[config.mk]
export PLATFORM = sky130hd
export DESIGN_NAME = scoreboard_reg_file
export DESIGN_NICKNAME = d
export VERILOG_FILES = /design/src/rtl/scoreboard_reg_file.sv
export SDC_FILE = /design/constraint.sdc
export NUM_CORES = 1
export LEC_CHECK = 0
export ABC_AREA = 0
export BUFFER_PORTS_ARGS = -buffer_cell sky130_fd_sc_hd__buf_2
export CAP_MARGIN = 10
export CORE_MARGIN = 3
export CORE_UTILIZATION = 25
export CTS_CLUSTER_DIAMETER = 120
export CTS_CLUSTER_SIZE = 16
export DETAILED_ROUTE_END_ITERATION = 6
export MAX_ROUTING_LAYER = met4
export PLACE_DENSITY_LB_ADDON = 0.12
export SETUP_SLACK_MARGIN = 0.5
export SLEW_MARGIN = 15
export SYNTH_ARGS = -nofsm -noshare
export SYNTH_HDL_FRONTEND = slang
export SYNTH_SLANG_ARGS = --single-unit
[constraint.sdc]
create_clock -name clk -period 7.6 [get_ports clk]
set_input_delay 1.14 -clock clk [delete_from_list [all_inputs] [get_ports clk]]
set_output_delay 1.14 -clock clk [all_outputs]
set_load 0.03 [all_outputs]
[src/rtl/scoreboard_reg_file.sv]
// scoreboard_reg_file: register file with per-register dirty bits, serving one
// check/read/write/lock request per transaction plus an always-on writeback port.
module scoreboard_reg_file #(
    parameter int DATA_WIDTH = 32,
    parameter int NUM_REGS   = 16,
    parameter int CMD_WIDTH  = 2
) (
    input  logic                  clk,
    input  logic                  reset,
    input  logic [3:0]            i_reg,
    input  logic [DATA_WIDTH-1:0] i_data,
    input  logic [CMD_WIDTH-1:0]  i_cmd,
    input  logic                  i_valid,
    input  logic                  i_res_ready,
    input  logic                  i_wb_valid,
    input  logic [3:0]            i_wb_reg,
    input  logic [DATA_WIDTH-1:0] i_wb_data,
    output logic [DATA_WIDTH-1:0] o_data,
    output logic                  o_res_valid,
    output logic                  o_ready
);
    typedef enum logic {IDLE, RESP} state_t;

    state_t                state, next;
    logic [DATA_WIDTH-1:0] regs [NUM_REGS];
    logic [NUM_REGS-1:0]   dirty;
    logic                  accept, is_read, is_write, is_lock;
    logic [DATA_WIDTH-1:0] resp;

    always_comb begin
        next     = state;
        o_ready  = state == IDLE;
        o_res_valid = state == RESP;
        accept   = o_ready && i_valid;
        // any command value other than READ/WRITE/LOCK falls through to CHECK
        is_read  = i_cmd == CMD_WIDTH'(1);
        is_write = i_cmd == CMD_WIDTH'(2);
        is_lock  = i_cmd == CMD_WIDTH'(3);
        resp     = is_write ? i_data : is_read ? regs[i_reg] : DATA_WIDTH'(dirty[i_reg]);
        next     = (state == IDLE) ? (accept ? RESP : IDLE) : (i_res_ready ? IDLE : RESP);
    end

    always_ff @(posedge clk) begin
        if (reset) state <= IDLE;
        else       state <= next;
    end

    // request-port updates come after writeback so they win on a shared index
    always_ff @(posedge clk) begin
        if (reset) begin
            for (int i = 0; i < NUM_REGS; i++) regs[i] <= '0;
            dirty  <= '0;
            o_data <= '0;
        end else begin
            if (i_wb_valid) begin
                regs[i_wb_reg]  <= i_wb_data;
                dirty[i_wb_reg] <= 1'b0;
            end
            if (accept && is_write) begin
                regs[i_reg]  <= i_data;
                dirty[i_reg] <= 1'b0;
            end
            if (accept && is_lock) dirty[i_reg] <= 1'b1;
            if (accept) o_data <= resp;
        end
    end
endmodule

# Word-level counts from Yosys, hierarchy flattened
# Memory sizes are Yosys's and may differ from the RTL's.
# Index checks and enable logic that the tools add are counted.
# totals
regBits	49
ram_bits	512
in_bits	79
elab_cells	54
mem_count	1
# op_classes
magnitude_cmp	4
n_eq_ne	3
mux	30
n_bitwise	6
n_reduce_logical	7
# mem_list
name	depth	width	read_ports	rd_ports_with_merged_regs	write_ports	line_no	rtl
regs	16	32	1	0	16	25	logic [DATA_WIDTH-1:0] regs [NUM_REGS];
# ops
op	count
32-bit 2-to-1 mux	4
16-bit 2-to-1 mux	5
32-bit OR reduction	2
16-bit AND	2
16-bit inverter	2
1-bit 2-to-1 mux	16
16-bit bitwise OR	1
4-bit by 5-bit < comparator with 1-bit output (second input constant)	2
1-bit demux with 4-bit select	2
4-bit by 1-bit >= comparator with 1-bit output (second input constant)	2
4-bit 2-to-1 mux	2
1-bit logical AND	5
1-bit binary-select mux with 4-bit select	1
2-bit == test (second input constant)	2
2-bit by 1-bit == test with 1-bit output (second input constant)	1
1-bit inverter	1

# Logic depth before layout (Yosys ltp)
# logic_depth
depth_word	13
mapped_depth	8

# Worst setup path after synthesis
# Ideal clock, no wire load.
# synth_timing
kind	in2reg
from	in i_reg[2]
to	mem regs[4][0], enable pin
t_arrival_ps	4113
slack_ps	3019
stages	5
cell_sequence	buf_2 -> nor2b_1 -> buf_2 -> nand2_1 -> o21ai_0
# synth_rtl
item	line_no	rtl
start: declaration	10	input logic [3:0] i_reg,
end: declaration	25	

==> results_dict.tcl <==
set metrics [dict create \
    cp.arrival_ns 4.29 \
    grt-busiest-layer "met2" \
    final_layout_size_suffix_gt1_share_pct 19.2 \
    starting_utilization_of_the_core_area_pct 25.3 \
    port-buffer-count 112 \
    crit_fanout 22 \
    clock_path_buffers 3 \
    post-cts-setup-buffer-count 0 \
    clock_tree_from_tritoncts "yes" \
    holdBufCountCts 0 \
    netlist_area_um2 27100 \
    synth.cells.most_frequent "edfxtp_1, nand2_1, o21ai_0" \
    post_cts.resized_instances 0 \
    h_tree_levels 2 \
    status "finished, final reports clean" \
    power_leakage_nw 10.2 \
    routabilityCongestion 0.806 \
    post_drt_via_cell_ratio 5.48 \
    crit_path_top_delay_cell "nor2b_4" \
    totalNegativeSetupSlack_ns 0 \
    synthDominantAreaCellType "edfxtp_1" \
    whs_endpoint "o_data[30]$_SDFFE_PP0N_" \
    grt_setup_unrepaired "no" \
    synth.most_common_cell "edfxtp_1" \
    gr-usage-met3_pct 3.94 \
    fp-row-count 120 \
    min-delay-path-class "reg2reg" \
    number_of_global_route_vias_before_repair 19460 \
    timing.final.hold_violations 0 \
    maxCapViolCount 0 \
    antenna_violations_before_repair 12 \
    cpPeakStageDelay_ns 0.83 \
    dr_total_vias 19469 \
    p_int_w 0.00470 \
    power.share.sequential_pct 55.3 \
    cts_num_sinks 561 \
    combinationalPowerShare_pct 9.3 \
    die_area_um2 112000 \
    worstSetupPathType "in2reg" \
    r2r_setup_slack_ns 4.16 \
    synth_top_cells_by_area "edfxtp_1, mux4_2, a22o_1, o21ai_0, nand2_1" \
    synth.avg_cell_area_um2 12.6 \
    timing.final.crit_period_ns 3.83 \
    gr_ovfl_total 0 \
    antenna_violating_nets_post_route 0 \
    cp_data_required_time_ns 8.06 \
    utilization_pct 28.3 \
    dieHeight_um 335 \
    yosysWarningCount 0 \
    core_region_area_um2 107000 \
    cts_inserted_buffers 41 \
    worstHoldPathCells 1 \
    netSwitchingFraction_pct 25.7 \
    max-slew-margin-rel_pct 17.5 \
    worst_hold_startpoint "o_data[30]$_SDFFE_PP0N_" \
    drt-total-wl_um 114000 \
    wl_per_cell_um 32.2 \
    final-setup-viol-count 0 \
    gr-usage-all-layers_pct 20.6 \
    synth_flop_cell "edfxtp_1" \
    power_switching_w 0.00163 \
    root_buffer "clkbuf_16" \
    crit-reg2reg-capture "regs[4][10]$_DFFE_PP_" \
    clock_skew_ns 0.0252 \
    synth_cells 2150 \
    max_freq_ghz 0.261 \
    share_clk_of_total_power_pct 35.4 \
    report.final.slew_viol_count 0 \
    maximum_number_of_pins_on_one_net_before_global_route_repair 64 \
    drtIter0Drc 2546 \
    synth.distinct_cells 43 \
    flops_latches_synth 561 \
    number_of_flops_mapped_to_enable_cells_by_yosys 512 \
    clock_slew_seen_by_the_registers_of_the_worst_setup_and_hold_paths_ns 0.08 \
    r2r_start "o_res_valid$_SDFF_PP0_" \
    drt-pass1-iter-count 5 \
    critPathMostFrequentCell "buf_4" \
    path_cells "buf_2, nor2b_4, buf_4, nand2_1, nor2_4, buf_4, a22o_1" \
    final.fill_count 11044 \
    power.total_w 0.00633 \
    timing.final.crit_share_pct 50.4 \
    met1_usage_pct 27.5 \
    met2_usage_pct 32.1 \
    postSynth.asyncResetShare_pct 0 \
    max-vdd-ir-drop_mv 0.146 \
    worst_skew_pair_latency_ns 0.60 \
    crit_path_start_kind "input pin" \
    boundaryPins 113 \
    reg2reg_depth 4 \
    worst-slew-pin-transition_ns 1.23 \
    synth_seq_area_share_pct 60.4 \
    hpwl_after_detailed_placement_um 65900 \
    p_per_area_nw_per_um2 209 \
    layout.nets 2187 \
    yosys.area.top_type_share_pct 56.8 \
    endpoint_type_of_the_worst_setup_path "flop" \
    post-route-drc-count 0 \
    mappedNetlistNets 2229 \
    die_w_um 335 \
    first_pass_grt_wire_length_um 158000 \
    flow.area_growth_from_synthesis_pct 11.9 \
]
## worst max path at each step
stage	depth (start not counted)	endpoint	start
after floorplan	5	regs[4][0]$_DFFE_PP_	i_reg[2]
after global placement	5	regs[1][23]$_DFFE_PP_	i_reg[0]
after detailed placement	6	regs[8][15]$_DFFE_PP_	i_reg[3]
after CTS	6	regs[8][11]$_DFFE_PP_	i_reg[3]
after global routing	5	regs[12][18]$_DFFE_PP_	i_cmd[0]
final	7	regs[10][7]$_DFFE_PP_	i_reg[3]
## power groups by stage
stage	logic (W)	registers, W	clock network [W]
4_1_cts	0.000594	0.00350	0.00229
2_1_floorplan	0.000313	0.00357	0
3_5_place_dp	0.000593	0.00357	0
6_report	0.000590	0.00350	0.00224
3_3_place_gp	0.000590	0.00356	0
5_1_grt	0.000622	0.00351	0.00241
## layout by cell type (no fill, tap or decap), types with 2 or more instances in the layout
cell,netlist,layout
inv_1,11,11
nor2_1,55,47
clkbuf_16,0,43
diode_2,0,8
nand2_2,0,7
nor3_4,0,4
o22ai_1,11,11
or2_2,2,2
a211o_1,33,31
or3_2,0,3
o21ai_1,27,27
nor2_4,0,8
a311oi_4,0,4
a311o_2,0,4
buf_2,60,109
nand2b_1,13,7
nor3_2,3,8
a22o_1,192,192
nand2b_2,0,6
o21ai_0,298,294
nand3b_1,2,2
and3b_1,2,2
nand3_1,3,2
nor3_1,24,15
o21ai_4,0,4
buf_4,3,66
dfxtp_1,49,49
clkbuf_1,151,31
nand2_1,372,365
a211o_2,0,2
nor2b_1,6,4
a22oi_1,69,69
a21oi_1,44,44
edfxtp_1,512,512
mux2i_1,5,5
nor2b_4,0,2
mux4_2,130,130
## stage by stage
stage,cell area (um2),hold slack (ns),std cells,setup slack [ns]
3_3_place_gp,29000,0.442,3467,3.18
5_1_grt,30300,0.487,3552,3.77
2_1_floorplan,27100,0.449,2150,3.02
6_report,30300,0.463,3552,3.77
3_5_place_dp,29100,0.447,3468,3.15
4_1_cts,30300,0.467,3544,3.79
## final cells by class
class                           count  area, um2  area share, %
Sequential cell                   561      16400           54.0
Multi-Input combinational cell   1315       9830           32.4
Tap cell                         1403       1760           5.79
Clock buffer                       74       1190           3.93
Timing Repair Buffer              178       1090           3.59
Inverter                           11       41.3          0.136
Clock inverter                      2       25.0         0.0826
Antenna cell                        8       20.0         0.0661
## critical path: cells and delay by family
family                 cells  cell delay, ns
AOI/OAI and AO/OA          1            0.18
buffers and inverters      3            1.14
and+or+nand+nor            3            1.80
## layer usage
metal | share of wire (%) | vias to the layer above
met2 | 47 | 913
li1 | - | 8138
met3 | 7.4 | 178
met4 | 2.7 | 0
met1 | 43 | 10240
met5 | 0 | -
## kinds of logic (layout without fill, tap and decap cells)
| kind of cell | after synthesis | in the layout | synth area share, % |
|---|---|---|---|
| other | 0 | 8 | 0 |
| buffers and inverters | 274 | 265 | 4.34 |
| flip-flops | 561 | 561 | 60.4 |
| AND/OR/NAND/NOR | 495 | 495 | 7.51 |
| AO/OA/AOI/OAI | 685 | 685 | 16.7 |
| multiplexers | 135 | 135 | 11.0 |
## flip-flops by register name, indices dropped and copies added (netlist names)
register     count
regs           512
o_res_valid      1
dirty           16
o_data          32
Note: power is estimated with default switching activity, not from simulation.
